<file path="src/rtl/instruction_memory_arbiter.sv">
// Arbitrates the single-port instruction memory between the fetch stage and the program loader.
// Reads return data one cycle later; the loader waits on loaderReady and is forced through after STARVE_LIMIT denials.
module instruction_memory_arbiter #(
  parameter int ADDR_WIDTH   = 10,
  parameter int STARVE_LIMIT = 4
) (
  input  logic                  clock,
  input  logic                  reset,
  input  logic                  fetchEnable,
  input  logic [31:0]           fetchAddress,
  output logic                  fetchStall,
  output logic [31:0]           fetchData,
  output logic                  fetchDataValid,
  input  logic                  loaderValid,
  input  logic [31:0]           loaderAddress,
  input  logic [31:0]           loaderData,
  output logic                  loaderReady,
  input  logic                  loaderDone,
  output logic                  bootDone,
  output logic [ADDR_WIDTH-1:0] memAddress,
  output logic                  memWriteEnable,
  output logic [31:0]           memWriteData,
  input  logic [31:0]           memReadData
);

  localparam int SW = $clog2(STARVE_LIMIT + 1);
  localparam logic [SW-1:0] LIMIT = SW'(STARVE_LIMIT);

  typedef enum logic {BOOT, RUN} state_t;

  state_t        state, stateNext;
  logic [SW-1:0] starveCount, starveNext;
  logic          fetchDataValidNext;
  logic          loaderGrant;
  logic          unusedAddrBits;

  // Only word-address bits reach the macro: high bits wrap, low bits round down.
  assign unusedAddrBits = ^{fetchAddress[31:ADDR_WIDTH+2], fetchAddress[1:0],
                            loaderAddress[31:ADDR_WIDTH+2], loaderAddress[1:0]};

  assign fetchData = memReadData;

  always_comb begin
    stateNext          = state;
    starveNext         = '0;
    fetchDataValidNext = 1'b0;
    loaderGrant        = 1'b0;
    fetchStall         = 1'b1;
    loaderReady        = 1'b1;
    bootDone           = 1'b0;
    memWriteEnable     = 1'b0;
    memAddress         = loaderAddress[ADDR_WIDTH+1:2];
    memWriteData       = loaderData;

    case (state)
      BOOT: begin
        memWriteEnable = loaderValid;
        if (loaderDone) stateNext = RUN;
      end
      RUN: begin
        bootDone    = 1'b1;
        loaderGrant = loaderValid & (!fetchEnable | (starveCount >= LIMIT));
        if (loaderGrant) begin
          memWriteEnable = 1'b1;
          fetchStall     = fetchEnable;
        end else begin
          fetchStall  = 1'b0;
          loaderReady = 1'b0;
          memAddress  = fetchAddress[ADDR_WIDTH+1:2];
        end
        if (loaderValid && !loaderGrant)
          starveNext = (starveCount >= LIMIT) ? starveCount : starveCount + 1'b1;
        fetchDataValidNext = fetchEnable & !loaderGrant;
      end
      default: stateNext = BOOT;
    endcase

    // The write strobe must not fire while reset holds the block.
    if (reset) begin
      memWriteEnable = 1'b0;
      fetchStall     = 1'b1;
      loaderReady    = 1'b1;
      bootDone       = 1'b0;
    end
  end

  always_ff @(posedge clock or posedge reset) begin
    if (reset) begin
      state          <= BOOT;
      starveCount    <= '0;
      fetchDataValid <= 1'b0;
    end else begin
      state          <= stateNext;
      starveCount    <= starveNext;
      fetchDataValid <= fetchDataValidNext;
    end
  end

endmodule

</file>
<file path="config.mk">
export PLATFORM = sky130hd
export DESIGN_NAME = instruction_memory_arbiter
export DESIGN_NICKNAME = d
export VERILOG_FILES = /design/src/rtl/instruction_memory_arbiter.sv
export SDC_FILE = /design/constraint.sdc
export NUM_CORES = 1
export LEC_CHECK = 0
export CAP_MARGIN = 20
export CORE_AREA = 2 2 81 83
export DETAILED_ROUTE_END_ITERATION = 16
export DIE_AREA = 0 0 83 85
export HOLD_SLACK_MARGIN = 0.03
export PLACE_DENSITY_LB_ADDON = 0.25
export SLEW_MARGIN = 20
export SYNTH_ARGS = -nofsm -noshare
export SYNTH_HDL_FRONTEND = slang
export SYNTH_SLANG_ARGS = --single-unit
</file>
<file path="constraint.sdc">
create_clock -name clock -period 1.4 [get_ports clock]
set_input_delay 0.28 -clock clock [delete_from_list [all_inputs] [get_ports clock]]
set_output_delay 0.28 -clock clock [all_outputs]
set_load 0.01 [all_outputs]
</file>
# ---- After elaboration in Yosys (flattened, before gate mapping)
# Index checks and enable logic that the tools add are counted.
dict set report word_totals {
  inputBits 133
  mem_bits_ro 0
  n_memories 0
  out_inout_bits 79
  ram_bits 0
  wordCells 31
  regBits 5
  latch_bits 0
}
dict set report classes {
  order_cmp 1
  n_bitwise 4
  mux 18
  shifts 0
  div 0
  add_sub_neg 1
  n_mul 0
  reduce_logical 3
  n_eq_ne 1
}
# cell n
set op_table {}
lappend op_table {{$mux W10} 2}
lappend op_table {{$mux W1} 12}
lappend op_table {{$mux W3} 3}
lappend op_table {{$add A3 B1 Y3 const B} 1}
lappend op_table {{$ge A3 B3 Y1 const B} 1}
lappend op_table {{$ne A3 B3 Y1 const B} 1}
lappend op_table {{$and A1 B1 Y1} 2}
lappend op_table {{$logic_not A1 Y1} 2}
lappend op_table {{$pmux W1 S2} 1}
lappend op_table {{$logic_and A1 B1 Y1} 1}
lappend op_table {{$not A1 Y1} 1}
lappend op_table {{$or A1 B1 Y1} 1}

# ---- Depth between registers and ports, before layout
# Gate-level depths: netlist of the first run.
dict set report depth {
  word_depth 7
  ltp_mapped 4
  depth_no_buf 3
}

# ---- Least setup slack after synthesis of the first run
# OpenSTA, ideal clock, no wires.
dict set report synth_timing {
  path_kind {register to output}
  start {register starveCount[2]}
  end {output port memAddress[0]}
  path_stages_with_launch 5
  t_arrival_ns 1.183
  setup_slack_ns -0.063
  required_ns 1.120
  n_path_buf 1
  path_cell_list {dfrtp_1 > nand2b_1 > a21boi_2 > buf_6 > mux2_4}
}
dict set report synth_via {
  elab_chain_cells 5
}
# item line_no
set synth_rtl {}
lappend synth_rtl {{from (decl)} 32} ;# logic [SW-1:0] starveCount, starveNext;
lappend synth_rtl {{from (signal assigned)} 94} ;# starveCount <= starveNext;
lappend synth_rtl {{$ge A3 B3 Y1} 62} ;# loaderGrant = loaderValid & (!fetchEnable | (starveCount >= LIMIT));
lappend synth_rtl {{$or A1 B1 Y1} 62}
lappend synth_rtl {{$and A1 B1 Y1} 62}
lappend synth_rtl {{$mux W10} 63} ;# if (loaderGrant) begin
lappend synth_rtl {{$mux W10} 55} ;# case (state)
lappend synth_rtl {{to (decl)} 20} ;# output logic [ADDR_WIDTH-1:0] memAddress,
# Every way passes these cells.

# ---- Worst setup path in the final report of the first run
dict set report layout_timing {
  start {register starveCount[2]}
  end {output port memAddress[5]}
}
# Same word-level chain as after synthesis.

==> flow_summary.yaml, run 1 <==
sta:
  fin_crit_sh_pct: 135
  slew_headroom_pct: 86.5
  timing.final.ws_setup_ns: -0.492
  tightest_slew_ns: 0.202
  final.min_clock_period_ns: 1.89
  fmax_ghz: 0.529
  holdWs_ns: 0.243
  finalClockSkew_ns: 0.00509
  drv_slew: 0
  hold_viol_final: 0
  final-setup-viol-count: 12
  rsz0062_at_grt: "true"
floorplanning:
  die_h_um: 85
  core.rowCount: 29
  core_area_um2: 6200
  die-area_um2: 7060
  start_util_pct: 14.6
  die_x_um: 83
  io_pins: 212
setup_path:
  start_kind: "flop"
  crit_path_frequent_cell: "buf_6"
  path_buf_inv: 3
  critPathTopFamily: "flip-flops"
  slowest_stage: "dfrtp_1"
  crit_path_cell_trace: "nand2b_4, a21boi_4, buf_12, buf_6, mux2_4, buf_6"
  cp.arrival_ns: 1.61
  critical_path_class: "flop to output port"
  cpPeakStageDelay_ns: 0.37
  crit_path_end_kind: "output port"
  critPathRequiredTime_ns: 1.12
  crit_fanout: 5
place:
  placed_cells: 158
  dp_hpwl_um: 1810
  gp_congestion: 0.831
  portBuffers: 39
run_status:
  violations: "negative setup slack"
  outcome: "complete, but fails checks"
final_layout:
  nets: 226
  final_cells: 167
  syn2layout_area_growth_pct: 23.4
  n_antenna_cell: 0
  layout-drive-gt1-share_pct: 52.2
synth:
  synth_area_leaders: "buf_4, mux2_4, dfrtp_1, ha_1, and2_1"
  postSynth.asyncResetShare_pct: 100
  ys_seq_elements: 5
  netlist.area_leader.share_pct: 53.1
  yosysWarnings: 0
  syn-cell-area_um2: 905
  synth_cell_types: 18
  synth_largest_area_cell: "buf_4"
  synth_edf_count: 0
  synth_area_per_cell_um2: 9.05
  yosysSeqAreaShare_pct: 13.8
  syn_nets: 235
  yosysMostFrequentCell: "buf_4"
  synth_ff_type: "dfrtp_1"
  synth_common_cells: "buf_4, mux2_4, dfrtp_1"
  synthCells: 100
global_route:
  grt_usage_pct: 6.09
  grt_pass1_vias: 648
  grt_antenna_before_repair: 0
  grt_pass1_wl_um: 3330
  grt_max_degree: 6
  overflow: 0
clock_network:
  numCtsBuffers: 3
  cts-root-buf: "clkbuf_8"
  hold_buffers: 0
  clockBufferDepth: 2
  clkTransAtPathRegs_ns: 0.04
  clk_latency_ns: 0.22
  cts_sinks: 5
  htreeDepth: 1
  cts_tree: "yes"
route:
  wl_um: 2230
  wl_per_cell_um: 13.3
  dr.pass1.iters: 2
  vias: 563
  viasPerCell: 3.37
  drtIter0Drc: 6
  remaining_drc_errors: 0
  ant_nets: 0
pwr:
  p_per_area_nw_per_um2: 606
  irDropWorstVdd_mv: 0.499
  p_leak_nw: 0.532
flow_run:
  max_cap_viol_count: 0
hold_path:
  min_path_type: "input port to async pin"
## worst min-delay path, stage by stage
cell and delay, ns:
dlygate4sd2_1 0.28, inv_1 0.08, buf_4 0.15
## final timing paths
kind,slack [ns],end,cells after the start,from
hold reg to reg,0.57,starveCount[0],2,starveCount[0]
setup / recovery,-0.49,memAddress[5],6,starveCount[2]
max in group asynchronous,1.04,state,3,reset
hold / removal,0.24,fetchDataValid,3,reset
min in group clock,0.56,fetchData[10],0,memReadData[10]
setup reg to reg,0.27,state,4,state
## logic make-up (layout without fill, tap and decap cells)
kind of cell / Yosys count / after routing / share of synthesized area, %
buffers and inverters: 68 / 58 / 55.6
flip-flops: 5 / 5 / 13.8
AO/OA/AOI/OAI: 3 / 3 / 2.90
multiplexers: 10 / 10 / 16.6
AND/OR/NAND/NOR: 12 / 12 / 8.30
adder cells (fa/ha/maj): 2 / 2 / 2.77
## per-layer routing
layer / track usage [%] / up-vias / share of wire (%) / wire length [µm]
li1: - / 231 / - / -
met1: 4.64 / 250 / 29 / 643
met2: 11.3 / 70 / 51 / 1140
met3: 3.70 / 12 / 17 / 377
met4: 4.17 / 0 / 2.8 / 63
met5: 0 / - / 0 / 0
## what timing repair did
action	CTS	global route
buffers inserted	5	1
resized for setup	86	0
pin swaps	2	1
endpoints found under the setup margin	15	14
cloned	1	0
## state kept, by name (all words and copies together), names as in the netlist
signal / count
fetchDataValid: 1
starveCount: 3
state: 1
## power by group
group	internal [mW]	switching, mW	leakage, nW
combinational	0.175	0.0837	0.445
sequential	0.150	0.00189	0.0613
clock	0.191	0.0749	0.0255
## layout make-up
class | instances | area, µm²
multi-input cells | 27 | 307
clock buffers | 3 | 41.3
flip-flops and latches | 5 | 125
fillers | 684 | 5090
clock inverters | 1 | 5.00
repair buffers | 51 | 531
inverters | 3 | 11.3
well taps | 77 | 96.3
## cells in the final DEF (no fill, tap or decap), types with 3 or more instances in the layout
| cell type | synthesis | final |
|---|---|---|
| clkdlybuf4s50_1 | 0 | 21 |
| buf_6 | 1 | 18 |
| mux2_4 | 10 | 10 |
| dfrtp_1 | 5 | 5 |
| buf_4 | 64 | 5 |
| dlygate4sd2_1 | 0 | 4 |
| inv_1 | 3 | 3 |
| and2_1 | 3 | 3 |
| clkbuf_8 | 0 | 3 |
## stage by stage
| stage | power [mW] | setup WS [ns] | instance area [µm²] | setup TNS (ns) | util (%) |
|---|---|---|---|---|---|
| 2_1_floorplan | 0.426 | -0.0200 | 912 | -0.200 | - |
| 3_3_place_gp | 0.392 | -0.930 | 972 | -11.32 | 15.7 |
| 3_5_place_dp | 0.393 | -0.939 | 972 | -11.39 | 15.7 |
| 4_1_cts | 0.699 | -0.547 | 1150 | -5.49 | 18.5 |
| 5_1_grt | 0.716 | -0.549 | 1120 | -5.08 | 18.0 |
| 6_report | 0.677 | -0.492 | 1120 | -4.39 | 18.0 |
No activity file was read; power rests on OpenSTA's default activity.
==> run 2, diff against run 1 <==
Settings changed: REMOVE_ABC_BUFFERS set to 1.
==> flow_summary.yaml, run 2 (synthesized netlist as in run 1, its figures left out) <==
floorplanning:
  die-area_um2: 7060
  io_pins: 212
  die_x_um: 83
  start_util_pct: 14.6
  core_area_um2: 6200
  die_h_um: 85
  core.rowCount: 29
setup_path:
  crit_path_cell_trace: "nand2b_4, a21boi_4, buf_12, buf_6, mux2_4, buf_6"
  crit_start: "starveCount[2]"
  cp.arrival_ns: 1.57
  crit_fanout: 4
  slowest_stage: "dfrtp_1"
  ff2ff_path_depth: 6
  critPathRequiredTime_ns: 1.12
  crit_path_frequent_cell: "buf_6"
  reg2reg_slack_ns: 0.08
  rr_startpoint: "state"
  crit_path_end_kind: "output port"
  cpPeakStageDelay_ns: 0.39
  start_kind: "flop"
  timing.rr.end: "starveCount[0]"
  critical_path_class: "flop to output port"
  setup.worst_path.end: "memAddress[8]"
sta:
  drv_slew: 0
  final-setup-viol-count: 14
  fin_crit_sh_pct: 132
  fmax_ghz: 0.539
  holdWs_ns: 0.230
  rsz0062_at_grt: "true"
  final.min_clock_period_ns: 1.85
  finalClockSkew_ns: 0.00248
  hold_viol_final: 0
  slew_headroom_pct: 88.9
  timing.final.ws_setup_ns: -0.454
  tightest_slew_ns: 0.166
final_layout:
  most-common-layout-cells: "clkdlybuf4s50_1, buf_6, mux2_4"
  mostFrequentLayoutCell: "clkdlybuf4s50_1"
  regMostFlops: "starveCount"
  nets: 228
  layout-drive-gt1-share_pct: 53.3
  syn2layout_area_growth_pct: 25.3
  stdcell_area_um2: 1130
  n_antenna_cell: 0
  reg_top3: "starveCount: 3 flops, fetchDataValid: 1 flops, state: 1 flops"
  largest_register_ffs: 3
route:
  viasPerCell: 3.94
  remaining_drc_errors: 0
  dr.pass1.iters: 3
  wl_per_cell_um: 48.1
  drtIter0Drc: 12
  wl_um: 8130
  ant_nets: 0
  vias: 666
clock_network:
  htreeDepth: 1
  clk_latency_ns: 0.22
  cts-root-buf: "clkbuf_8"
  clkTransAtPathRegs_ns: 0.03
  hold_buffers: 0
  cts_tree: "yes"
  numCtsBuffers: 3
  clockBufferDepth: 2
  cts_sinks: 5
global_route:
  grt_max_degree: 6
  overflow: 0
  grt_pass1_vias: 649
  grt_usage_pct: 22.5
  grt_antenna_before_repair: 0
  grt_pass1_wl_um: 9720
pwr:
  p_leak_nw: 0.533
  irDropWorstVdd_mv: 0.244
  p_comb_share_pct: 38.4
  p_per_area_nw_per_um2: 593
  p_clk_share_pct: 39.0
  p_sw_share_pct: 22.4
  p_int_mw: 0.522
  p_sw_mw: 0.150
  seqPwrFrac_pct: 22.6
run_status:
  violations: "negative setup slack"
  outcome: "complete, but fails checks"
hold_path:
  min_path_type: "input port to async pin"
place:
  portBuffers: 39
  place_area_um2: 965
  gp_congestion: 0.902
flow_run:
  max_cap_viol_count: 0
## run 2: worst min path at each step
stage                                  end            from
after CTS                            state           reset
after global routing                 state           reset
final                                state           reset
after floorplan             fetchDataValid           reset
after global placement      starveCount[0]  starveCount[0]
after detailed placement  memWriteData[18]  loaderData[18]
## run 2: what timing repair did
action,4_1_cts,5_1_grt
endpoints found under the hold margin,0,0
endpoints found under the setup margin,14,14
pin swaps,2,0
gates resized for setup,87,1
buffers inserted,7,1
## run 2: cell type report
cell class	count	area [µm²]
clock buffer	4	45.0
fill	683	5070
timing repair buffer	53	549
inverter	3	11.3
multi-input combinational	27	307
sequential	5	125
tap	77	96.3
## run 2: power by group through the flow
stage                     Sequential [mW]  Combinational [mW]  Clock [mW]
after CTS                           0.152               0.259       0.267
after global placement              0.153               0.233           0
after floorplan                     0.154              0.0793           0
final                               0.152               0.258       0.262
after global routing                0.152               0.272       0.287
after detailed placement            0.153               0.233           0
## run 2: metal layers
metal	vias up	track usage, %	routed length [µm]
met2	175	43.8	4550
met4	4	7.00	285
met3	12	34.2	2500
met5	-	11.2	103
met1	242	5.28	691
li1	233	-	-
## run 2: worst max-delay path, delay by kind of cell (launching register included)
kind | cells | cell delay, ns
DFF | 1 | 0.39
and+or+nand+nor | 1 | 0.16
buffers and inverters | 3 | 0.36
muxes | 1 | 0.30
AOI/OAI and AO/OA | 1 | 0.15
## run 2: per-stage QoR
stage | setup WS [ns] | TNS, ns | utilization [%] | power (mW) | std cells
after floorplan | -0.307 | -3.07 | - | 0.233 | 35
after global placement | -0.875 | -10.78 | 15.5 | 0.386 | 158
after detailed placement | -0.902 | -10.99 | 15.5 | 0.386 | 158
after CTS | -0.452 | -4.79 | 18.3 | 0.678 | 169
after global routing | -0.506 | -5.48 | 18.3 | 0.712 | 169
final | -0.454 | -4.82 | 18.3 | 0.672 | 169
